## config.mk

```make
export PLATFORM = sky130hd
export DESIGN_NAME = mem_access_unit
export DESIGN_NICKNAME = d
export VERILOG_FILES = /design/src/rtl/mem_access_unit_pkg.sv /design/src/rtl/mem_access_unit_load_extend.sv /design/src/rtl/mem_access_unit.sv
export SDC_FILE = /design/constraint.sdc
export NUM_CORES = 1
export LEC_CHECK = 0
export BUFFER_PORTS_ARGS = -buffer_cell sky130_fd_sc_hd__buf_2
export CORE_AREA = 8 8 118 120
export CTS_BUF_LIST = sky130_fd_sc_hd__clkbuf_16
export CTS_CLUSTER_DIAMETER = 30
export DETAILED_ROUTE_END_ITERATION = 8
export DIE_AREA = 0 0 126 128
export HOLD_SLACK_MARGIN = 0.03
export PLACE_DENSITY = 0.84
export SLEW_MARGIN = 15
export SYNTH_ARGS = -nofsm -noshare
export SYNTH_HDL_FRONTEND = slang
export SYNTH_SLANG_ARGS = --single-unit
```

## constraint.sdc

```tcl
create_clock -name clk -period 2.58 [get_ports clk]
set_input_delay 0.258 -clock clk [delete_from_list [all_inputs] [get_ports clk]]
set_output_delay 0.258 -clock clk [all_outputs]
set_load 0.02 [all_outputs]
```

## src/rtl/mem_access_unit_pkg.sv

```systemverilog
// -----------------------------------------------------------------------------
// mem_access_unit_pkg
// Shared definitions for the data-memory access stage:
//   - state_e      : access FSM states (IDLE -> BUSY -> DONE -> IDLE)
//   - F3_*         : funct3 encodings for load/store size and sign
//   - helpers      : alignment check and store lane/strobe generation, driven
//                    by the two size bits of funct3 (00 byte, 01 half, 1x word)
// -----------------------------------------------------------------------------
package mem_access_unit_pkg;

  typedef enum logic [1:0] {
    ST_IDLE = 2'd0,
    ST_BUSY = 2'd1,
    ST_DONE = 2'd2
  } state_e;

  localparam logic [2:0] F3_LB  = 3'b000;
  localparam logic [2:0] F3_LH  = 3'b001;
  localparam logic [2:0] F3_LW  = 3'b010;
  localparam logic [2:0] F3_LBU = 3'b100;
  localparam logic [2:0] F3_LHU = 3'b101;

  // Halfwords need addr[0]=0, words need addr[1:0]=0; bytes are always fine.
  function automatic logic is_misaligned(input logic [1:0] size,
                                         input logic [1:0] addr_lo);
    logic mis;
    if (size[1])      mis = (addr_lo != 2'b00);
    else if (size[0]) mis = addr_lo[0];
    else              mis = 1'b0;
    return mis;
  endfunction

  // Byte-lane write strobe for an aligned store.
  function automatic logic [3:0] store_strb(input logic [1:0] size,
                                            input logic [1:0] addr_lo);
    logic [3:0] strb;
    if (size[1])      strb = 4'b1111;
    else if (size[0]) strb = addr_lo[1] ? 4'b1100 : 4'b0011;
    else              strb = 4'b0001 << addr_lo;
    return strb;
  endfunction

  // Store data replicated across every lane so the strobe alone selects it.
  function automatic logic [31:0] store_data(input logic [1:0] size,
                                             input logic [31:0] wdata);
    logic [31:0] d;
    if (size[1])      d = wdata;
    else if (size[0]) d = {2{wdata[15:0]}};
    else              d = {4{wdata[7:0]}};
    return d;
  endfunction

endpackage

```

## src/rtl/mem_access_unit_load_extend.sv

```systemverilog
// -----------------------------------------------------------------------------
// load_extend
// Picks the addressed byte/halfword out of a 32-bit memory word and sign- or
// zero-extends it according to funct3. Purely combinational.
//   funct3  in  3   load type (LB/LH/LW/LBU/LHU)
//   addr_lo in  2   byte offset within the word
//   rdata   in  32  raw word from data memory
//   data    out 32  extended load result
// -----------------------------------------------------------------------------
module load_extend
  import mem_access_unit_pkg::*;
(
  input  logic [2:0]  funct3,
  input  logic [1:0]  addr_lo,
  input  logic [31:0] rdata,
  output logic [31:0] data
);

  logic [7:0]  byte_sel;
  logic [15:0] half_sel;

  always_comb begin
    byte_sel = rdata[7:0];
    case (addr_lo)
      2'd0:    byte_sel = rdata[7:0];
      2'd1:    byte_sel = rdata[15:8];
      2'd2:    byte_sel = rdata[23:16];
      default: byte_sel = rdata[31:24];
    endcase
    half_sel = addr_lo[1] ? rdata[31:16] : rdata[15:0];
  end

  always_comb begin
    data = rdata;
    case (funct3)
      F3_LB:   data = {{24{byte_sel[7]}}, byte_sel};
      F3_LH:   data = {{16{half_sel[15]}}, half_sel};
      F3_LBU:  data = {24'd0, byte_sel};
      F3_LHU:  data = {16'd0, half_sel};
      default: data = rdata;  // LW / FLW
    endcase
  end

endmodule

```

## src/rtl/mem_access_unit.sv

```systemverilog
// -----------------------------------------------------------------------------
// mem_access_unit
// MEM-stage controller between the EX/MEM register and a ready/ack data memory.
// Aligned loads/stores stall the front of the pipeline while the request is
// outstanding; non-memory instructions pass straight through to MEM/WB.
// Ports:
//   clk, rst (active-low, asynchronous)
//   ex_*   : EX/MEM register contents (valid, memread/memwrite, funct3, addr,
//            wdata, rd, regwrite, floatwb)
//   dm_*   : data-memory request (req, we, wstrb, word addr, wdata) and
//            response (ack, rdata)
//   stall  : freezes PC/IF/ID/EX and EX/MEM
//   wb_*   : values for the MEM/WB register
//   misalign : one-cycle indication of a misaligned access (no request made)
// -----------------------------------------------------------------------------
module mem_access_unit
  import mem_access_unit_pkg::*;
(
  input  logic        clk,
  input  logic        rst,
  input  logic        ex_valid,
  input  logic        ex_memread,
  input  logic        ex_memwrite,
  input  logic [2:0]  ex_funct3,
  input  logic [31:0] ex_addr,
  input  logic [31:0] ex_wdata,
  input  logic [4:0]  ex_rd,
  input  logic        ex_regwrite,
  input  logic        ex_floatwb,
  output logic        dm_req,
  output logic        dm_we,
  output logic [3:0]  dm_wstrb,
  output logic [31:0] dm_addr,
  output logic [31:0] dm_wdata,
  input  logic        dm_ack,
  input  logic [31:0] dm_rdata,
  output logic        stall,
  output logic [31:0] wb_data,
  output logic [31:0] wb_alu,
  output logic        wb_memtoreg,
  output logic        wb_regwrite,
  output logic        wb_floatwb,
  output logic [4:0]  wb_rd,
  output logic        misalign
);

  state_e      state_q, state_d;
  logic        we_q, we_d;
  logic        memread_q, memread_d;
  logic [3:0]  wstrb_q, wstrb_d;
  logic [31:0] wdata_q, wdata_d;
  logic [31:0] alu_q, alu_d;        // full byte address; also the wb_alu value
  logic [2:0]  funct3_q, funct3_d;
  logic [4:0]  rd_q, rd_d;
  logic        regwrite_q, regwrite_d;
  logic        floatwb_q, floatwb_d;
  logic [31:0] wb_data_q, wb_data_d;

  logic        mem_op;
  logic        mis_c;
  logic        misalign_c;
  logic [31:0] load_data;

  load_extend u_load_extend (
    .funct3  (funct3_q),
    .addr_lo (alu_q[1:0]),
    .rdata   (dm_rdata),
    .data    (load_data)
  );

  assign mem_op = ex_valid & (ex_memread | ex_memwrite);
  assign mis_c  = is_misaligned(ex_funct3[1:0], ex_addr[1:0]);

  always_ff @(posedge clk or negedge rst) begin
    if (!rst) begin
      state_q    <= ST_IDLE;
      we_q       <= 1'b0;
      memread_q  <= 1'b0;
      wstrb_q    <= 4'd0;
      wdata_q    <= 32'd0;
      alu_q      <= 32'd0;
      funct3_q   <= 3'd0;
      rd_q       <= 5'd0;
      regwrite_q <= 1'b0;
      floatwb_q  <= 1'b0;
      wb_data_q  <= 32'd0;
    end else begin
      state_q    <= state_d;
      we_q       <= we_d;
      memread_q  <= memread_d;
      wstrb_q    <= wstrb_d;
      wdata_q    <= wdata_d;
      alu_q      <= alu_d;
      funct3_q   <= funct3_d;
      rd_q       <= rd_d;
      regwrite_q <= regwrite_d;
      floatwb_q  <= floatwb_d;
      wb_data_q  <= wb_data_d;
    end
  end

  always_comb begin
    state_d     = state_q;
    we_d        = we_q;
    memread_d   = memread_q;
    wstrb_d     = wstrb_q;
    wdata_d     = wdata_q;
    alu_d       = alu_q;
    funct3_d    = funct3_q;
    rd_d        = rd_q;
    regwrite_d  = regwrite_q;
    floatwb_d   = floatwb_q;
    wb_data_d   = wb_data_q;
    stall       = 1'b0;
    dm_req      = 1'b0;
    misalign_c  = 1'b0;
    wb_alu      = alu_q;
    wb_rd       = rd_q;
    wb_memtoreg = 1'b0;
    wb_regwrite = 1'b0;
    wb_floatwb  = 1'b0;

    case (state_q)
      ST_IDLE: begin
        wb_alu = ex_addr;
        wb_rd  = ex_rd;
        if (mem_op) begin
          if (mis_c) begin
            // Dropped access: nothing reaches memory, nothing is written back.
            misalign_c = 1'b1;
          end else begin
            stall      = 1'b1;
            we_d       = ex_memwrite;
            memread_d  = ex_memread;
            wstrb_d    = store_strb(ex_funct3[1:0], ex_addr[1:0]);
            wdata_d    = store_data(ex_funct3[1:0], ex_wdata);
            alu_d      = ex_addr;
            funct3_d   = ex_funct3;
            rd_d       = ex_rd;
            regwrite_d = ex_regwrite;
            floatwb_d  = ex_floatwb;
            state_d    = ST_BUSY;
          end
        end else begin
          wb_regwrite = ex_regwrite & ex_valid;
          wb_floatwb  = ex_floatwb & ex_valid;
        end
      end

      ST_BUSY: begin
        stall  = 1'b1;
        dm_req = 1'b1;
        if (dm_ack) begin
          // Stores keep the previous wb_data; only loads capture a result.
          if (memread_q) wb_data_d = load_data;
          state_d = ST_DONE;
        end
      end

      ST_DONE: begin
        // Stores never write back, regardless of the regwrite bit they carried.
        wb_memtoreg = memread_q;
        wb_regwrite = regwrite_q & memread_q;
        wb_floatwb  = floatwb_q & memread_q;
        state_d     = ST_IDLE;
      end

      default: state_d = ST_IDLE;
    endcase
  end

  // Request attributes only qualify while the request is live.
  assign dm_we    = (state_q == ST_BUSY) & we_q;
  assign dm_wstrb = (state_q == ST_BUSY) ? wstrb_q : 4'd0;
  assign dm_addr  = {alu_q[31:2], 2'b00};
  assign dm_wdata = wdata_q;
  assign wb_data  = wb_data_q;
  // Misalign is decoded from live EX inputs, so reset must mask it directly.
  assign misalign = misalign_c & rst;

endmodule

```

==> metrics.md, run 1 <==
| Metric | Value |
|---|---|
| Total number of vias | `5182` |
| Post-CTS Resized | `0` |
| Reg-to-reg startpoint | `state_q[0]` |
| Cells after Synth | `572` |
| Rows | `41` |
| Clock Pin Slew Worst Setup and Hold Paths | `0.06 ns` |
| Synth warn | `0` |
| Root Buffer | `clkbuf_16` |
| Final-stage net count | `897` |
| # diodes | `0` |
| P_sw | `3.40 mW` |
| Leak Pwr | `3.76 nW` |
| # Post-CTS Setup Buffers | `0` |
| First-pass GRT wire length | `28.4 mm` |
| Pwr/cell area | `1100 nW/um^2` |
| Status | `completed` |
| Unique masters post-synth | `44` |
| Crit Path Class | `flip-flop to primary output` |
| Primary FF master, synth | `dfrtp_1` |
| Tmin final | `2.35 ns` |
| Setup Skew | `0.00937 ns` |
| Logic pwr share | `0.383` |
| WL/cell | `18.9 um` |
| Period utilisation layout | `0.909` |
| Max frequency | `0.426 GHz` |
| Reg area | `2850 um^2` |
| Grt total ovfl | `0` |
| Clock buffer count from CTS | `17` |
| Util after Layout | `0.641` |
| Most common cell in the netlist | `dfrtp_1` |
| Share of the synthesized area in the top cell type | `0.470` |
| Initial antenna violation count | `0` |
| Boundary pin count | `256` |
| Vias per cell | `5.47` |
| Commonest cells in the synthesized netlist | `114 x dfrtp_1, 72 x nand2_1, 52 x mux2_1` |
| Final setup fails | `0` |
| Area of the die | `16100 um^2` |
| DRC viols | `0` |
| First drt pass iteration count | `5` |
| CTS H-tree lvls | `4` |
| Die Ht | `128 um` |
| Clk network pwr share | `0.277` |
| Min-delay src | `ex_addr[13]` |
| Setup TNS | `0 ns` |
| Sequential share of power | `0.340` |
| Worst skew pair latency | `0.41 ns` |
| CP Capture Type | `primary output` |
| Largest net degree at the start of global routing | `115` |
| CTS tree | `done` |
| Synth async-reset ratio | `1.00` |
| Final wirelength | `17.9 mm` |
| Worst slew pin tran | `0.749 ns` |
| Die W | `126 um` |
| Pins Over Slew Limit | `0` |
| Layout fillers | `970` |
| Mean area per synthesized cell | `10.6 um^2` |
| Rel. slew slack | `0.500` |
| Maximum buffer depth of the clock tree | `2` |
| Vias in the first global route | `5520` |
| Hold Crit Class | `input port to flip-flop` |
| Final hold vios | `0` |
| Critical path arrival | `2.09 ns` |
| Hold_ws | `0.0633 ns` |
| Synth area leader | `dfrtp_1` |
| Seq/Total Area, Yosys | `0.470` |
| Gr usage total | `0.222` |
| Critical Path Fanout Max | `27` |
| Worst VDD drop | `0.612 mV` |
| Area occupied by multi-input gates | `2790 um^2` |
| Worst Setup SP | `state_q[0]` |
| RSZ-0062 raised after global routing | `no` |
| Port buffer count | `253` |
| Core footprint | `12200 um^2` |
| Synthesized flop and latch total | `114` |
| MaxCap Viol Count | `0` |
| Antenna-violating nets left | `0` |
| Startpoint types | `flip-flop` |
| Initial Utilization | `0.498` |
| Starting DRT DRC Count | `394` |
| Net Sw Frac | `0.394` |
| Share of cells above drive strength 1 | `0.452` |
| Placer Congestion | `0.859` |
| P_int | `5.24 mW` |
| Critical Path RT | `2.32 ns` |
| HPWL Detailed | `13.4 mm` |
| Largest cells by area after synthesis | `dfrtp_1 47%, mux2_1 9.6%, mux2_2 8.2%` |
| Area growth, synth to finish | `28.9%` |
| Mapped Area | `6070 um^2` |
| Number of enable flip-flop cells after synthesis | `0` |
| Sink Count | `114` |
==> critical path, stage by stage (launching register included) <==
cell and delay [ns]:
dfrtp_1 0.45, nor2_4 0.42, buf_12 0.25, mux2_2 0.38, buf_2 0.17
==> final timing paths <==
| kind | end | slack, ns | cells past startpoint |
|---|---|---|---|
| max in group asynchronous | state_q[0] | 1.57 | 3 |
| min | alu_q[13] | 0.06 | 2 |
| min in group asynchronous | dm_wdata[27] | 0.48 | 3 |
| max reg2reg | alu_q[26] | 0.57 | 4 |
| max | wb_alu[22] | 0.23 | 4 |
| min reg2reg | wb_data[2] | 0.48 | 2 |
==> cells by family (layout without fill, tap and decap cells) <==
kind of cell / count (synthesis) / after routing / synth area share
xor gates and xnor gates: 1 / 1 / 0.00144
buffers and inverters: 74 / 299 / 0.0756
AOI/OAI and AO/OA: 136 / 136 / 0.146
and+or+nand+nor: 140 / 140 / 0.111
DFF: 114 / 114 / 0.470
muxes: 106 / 106 / 0.196
other: 1 / 2 / 0.000617
==> placed cells by master (no fill, tap or decap), drive strengths merged, types with 2 or more instances in the layout <==
master,netlist,routed
a21oi,26,26
a22o,3,3
a22oi,9,9
and2,7,7
and3,3,3
buf,56,263
bufinv,0,3
clkbuf,15,17
clkinv,1,6
clkinvlp,0,4
conb,1,2
dfrtp,114,114
inv,2,5
mux2,96,96
mux2i,9,9
nand2,72,72
nand2b,11,11
nand3,3,3
nor2,19,19
nor2b,10,10
nor3,10,10
o211ai,32,32
o21a,7,7
o21ai,53,53
==> final cells by class <==
| class | count | area share |
|---|---|---|
| sequential | 114 | 0.364 |
| multi-input combinational | 385 | 0.357 |
| timing repair buffer | 264 | 0.176 |
| clock buffer | 17 | 0.0543 |
| tap | 150 | 0.0240 |
| clock inverter | 15 | 0.0233 |
| inverter | 3 | 0.00144 |
==> stage by stage <==
| stage | instances | cell area, um^2 | power (mW) | worst slack (ns) |
|---|---|---|---|---|
| 6_report | 948 | 7830 | 8.64 | 0.235 |
| 5_1_grt | 948 | 7830 | 9.11 | 0.0995 |
| 4_1_cts | 948 | 7830 | 8.70 | 0.181 |
| 3_5_place_dp | 915 | 7210 | 6.27 | 0.517 |
| 3_3_place_gp | 915 | 7210 | 6.17 | 0.586 |
| 2_1_floorplan | 573 | 6080 | 5.24 | 0.877 |
==> metal layers <==
layer	GRT usage	up-vias	wire length (um)
met5	0	-	0
met4	0.105	0	407
met3	0.0811	37	1670
met2	0.358	278	8660
met1	0.261	2439	7200
li1	-	2428	-
==> power groups by stage <==
| stage | clock [mW] | sequential, mW | combinational, mW |
|---|---|---|---|
| global placement | 0 | 2.92 | 3.25 |
| floorplan | 0 | 3.32 | 1.92 |
| finish | 2.40 | 2.93 | 3.31 |
| CTS | 2.44 | 2.93 | 3.34 |
| global route | 2.52 | 3.01 | 3.58 |
| detailed placement | 0 | 2.94 | 3.33 |
==> state kept, by name, indices dropped and copies added (netlist names) <==
| name | cells |
|---|---|
| alu_q | 32 |
| dm_wdata | 32 |
| wb_data | 32 |
| rd_q | 5 |
| wstrb_q | 4 |
| funct3_q | 3 |
| state_q | 2 |
| floatwb_q | 1 |
| memread_q | 1 |
| regwrite_q | 1 |
| we_q | 1 |
==> what timing repair did <==
item	4_1_cts	5_1_grt
endpoints found under the setup margin	0	0
hold buffers	1	0
hold endpoints to repair	114	0
Power figures use the tool's default switching activity.
==> run 2, diff against run 1 <==
--- a/config.mk
+++ b/config.mk
@@ -6,13 +6,13 @@
 export NUM_CORES = 1
 export LEC_CHECK = 0
 export BUFFER_PORTS_ARGS = -buffer_cell sky130_fd_sc_hd__buf_2
-export CORE_AREA = 8 8 118 120
+export CORE_AREA = 8 8 101 139
 export CTS_BUF_LIST = sky130_fd_sc_hd__clkbuf_16
 export CTS_CLUSTER_DIAMETER = 30
 export DETAILED_ROUTE_END_ITERATION = 8
-export DIE_AREA = 0 0 126 128
+export DIE_AREA = 0 0 109 147
 export HOLD_SLACK_MARGIN = 0.03
-export PLACE_DENSITY = 0.84
+export PLACE_DENSITY = 0.85
 export SLEW_MARGIN = 15
 export SYNTH_ARGS = -nofsm -noshare
 export SYNTH_HDL_FRONTEND = slang
==> metrics.md, run 2 (synthesis results as in run 1) <==
| Metric | Value |
|---|---|
| Pwr/cell area | `1110 nW/um^2 (was 1100 nW/um^2)` |
| Rows | `48 (was 41)` |
| R2R setup slack | `0.57 ns (about the same)` |
| Critical Path Fanout Max | `39 (was 27)` |
| First-pass GRT wire length | `27.4 mm (was 28.4 mm)` |
| Gr usage total | `0.218 (was 0.222)` |
| Status | `completed (unchanged)` |
| Hold Crit Class | `input port to asynchronous set/reset pin (was input port to flip-flop)` |
| Setup TNS | `0 ns (unchanged)` |
| First drt pass iteration count | `4 (was 5)` |
| FF-to-FF path depth | `4 (unchanged)` |
| Placer Congestion | `0.879 (was 0.859)` |
| Total number of vias | `5230 (was 5182)` |
| Hold_ws | `0.0123 ns (was 0.0633 ns)` |
| Worst skew pair latency | `0.40 ns (was 0.41 ns)` |
| Setup Slack @ Placement | `0.544 ns (was 0.517 ns)` |
| Final wirelength | `17.7 mm (was 17.9 mm)` |
| Leak Pwr | `3.78 nW (was 3.76 nW)` |
| Vias per cell | `5.51 (was 5.47)` |
| Slowest stage delay, CP | `0.46 ns (was 0.45 ns)` |
| Post-CTS Resized | `0 (unchanged)` |
| Area growth, synth to finish | `28.9% (about the same)` |
| Util after Layout | `0.648 (was 0.641)` |
| Rel. slew slack | `0.481 (was 0.500)` |
| Max frequency | `0.433 GHz (was 0.426 GHz)` |
| Root Buffer | `clkbuf_16 (unchanged)` |
| Vias in the first global route | `5435 (was 5520)` |
| Antenna-violating nets left | `0 (unchanged)` |
| Share of cells above drive strength 1 | `0.447 (was 0.452)` |
| Initial antenna violation count | `1 (was 0)` |
| Boundary pin count | `256 (unchanged)` |
| Critical path arrival | `2.05 ns (was 2.09 ns)` |
| Port buffer count | `253 (unchanged)` |
| Pins Over Slew Limit | `0 (unchanged)` |
| Largest net degree at the start of global routing | `68 (was 115)` |
| CTS H-tree lvls | `4 (unchanged)` |
| HPWL Detailed | `13.6 mm (was 13.4 mm)` |
| Core footprint | `12100 um^2 (was 12200 um^2)` |
| Maximum buffer depth of the clock tree | `2 (unchanged)` |
| Grt total ovfl | `0 (unchanged)` |
| Worst VDD drop | `0.669 mV (was 0.612 mV)` |
| Die W | `109 um (was 126 um)` |
| DRC viols | `0 (unchanged)` |
| Area of the die | `16000 um^2 (was 16100 um^2)` |
| Crit Path Class | `flip-flop to primary output (unchanged)` |
| Final hold vios | `0 (unchanged)` |
| Total Power | `8.66 mW (was 8.64 mW)` |
| Die Ht | `147 um (was 128 um)` |
| # Post-CTS Setup Buffers | `0 (unchanged)` |
| Setup Skew | `0.00635 ns (was 0.00937 ns)` |
| Clock Pin Slew Worst Setup and Hold Paths | `0.05 ns (was 0.06 ns)` |
| R2R Path End | `wb_data[24] (was alu_q[26])` |
| Final setup fails | `0 (unchanged)` |
| Clock buffer count from CTS | `17 (unchanged)` |
| Critical path cell sequence | `nor2_4 > buf_4 > mux2_2 > buf_2 (was nor2_4 > buf_12 > mux2_2 > buf_2)` |
| CP Capture Type | `primary output (unchanged)` |
| CTS tree | `done (unchanged)` |
| WL/cell | `18.7 um (was 18.9 um)` |
| Startpoint types | `flip-flop (unchanged)` |
| Worst setup margin | `0.270 ns (was 0.235 ns)` |
| RSZ-0062 raised after global routing | `no (unchanged)` |
| Period utilisation layout | `0.896 (was 0.909)` |
| Critical Path RT | `2.32 ns (about the same)` |
| Tmin final | `2.31 ns (was 2.35 ns)` |
| Final-stage net count | `898 (was 897)` |
| Starting DRT DRC Count | `250 (was 394)` |
| Slowest CP cell | `dfrtp_1 (unchanged)` |
| MaxCap Viol Count | `0 (unchanged)` |
| Worst slew pin tran | `0.778 ns (was 0.749 ns)` |
| Sink Count | `114 (unchanged)` |
| Reg-to-reg startpoint | `state_q[1] (was state_q[0])` |
| Commonest non-fill, non-tap cell in the layout | `buf_2 (unchanged)` |
| Initial Utilization | `0.503 (was 0.498)` |
| Most frequent cells in the layout | `252 x buf_2, 114 x dfrtp_1, 72 x nand2_1, 52 x mux2_1, 44 x mux2_2 (unchanged)` |
| Cts hold-fix bufs | `0 (was 1)` |
[run 2: through the flow]
stage | cell area, um^2 | std cells
2_1_floorplan | 6080 | 573
3_3_place_gp | 7200 | 917
3_5_place_dp | 7200 | 917
4_1_cts | 7820 | 948
5_1_grt | 7830 | 949
6_report | 7830 | 950
[run 2: cell type report]
| class | instances | area (um^2) |
|---|---|---|
| flip-flops and latches | 114 | 2850 |
| clock buffers | 17 | 425 |
| multi-input cells | 385 | 2790 |
| diodes | 2 | 5.00 |
| well taps | 150 | 188 |
| repair buffers | 265 | 1360 |
| clock inverters | 14 | 195 |
| fillers | 985 | 4240 |
| inverters | 3 | 11.3 |
[run 2: per-layer routing]
metal  GRT usage  share of wire  vias to the layer above
li1            -              -                     2430
met1       0.236           0.36                     2508
met2       0.360           0.50                      248
met3      0.0671          0.094                       44
met4       0.131          0.042                        0
met5           0              0                        -
[run 2: where the power goes]
part           switching, mW  leakage, nW  internal, mW
clock network          0.789        0.308          1.69
logic                   2.02         2.12          1.26
registers              0.468         1.35          2.44
total                   3.27         3.78          5.38
[run 2: critical path: cells and delay by family (launching register included)]
family,cells,cell delay (ns)
AND/OR/NAND/NOR,1,0.16
flip-flops,1,0.46
buffers and inverters,2,0.60
multiplexers,1,0.39
[run 2: worst max path at each step]
stage / from / to / slack, ns / cells past startpoint
final: state_q[0] / wb_alu[0] / 0.27 / 4
after global routing: state_q[0] / wb_alu[0] / 0.15 / 4
after CTS: state_q[0] / wb_alu[0] / 0.24 / 4
after detailed placement: ex_memwrite / alu_q[15] / 0.54 / 5
after global placement: ex_memwrite / stall / 0.54 / 6
after floorplan: state_q[0] / wb_alu[23] / 0.88 / 4
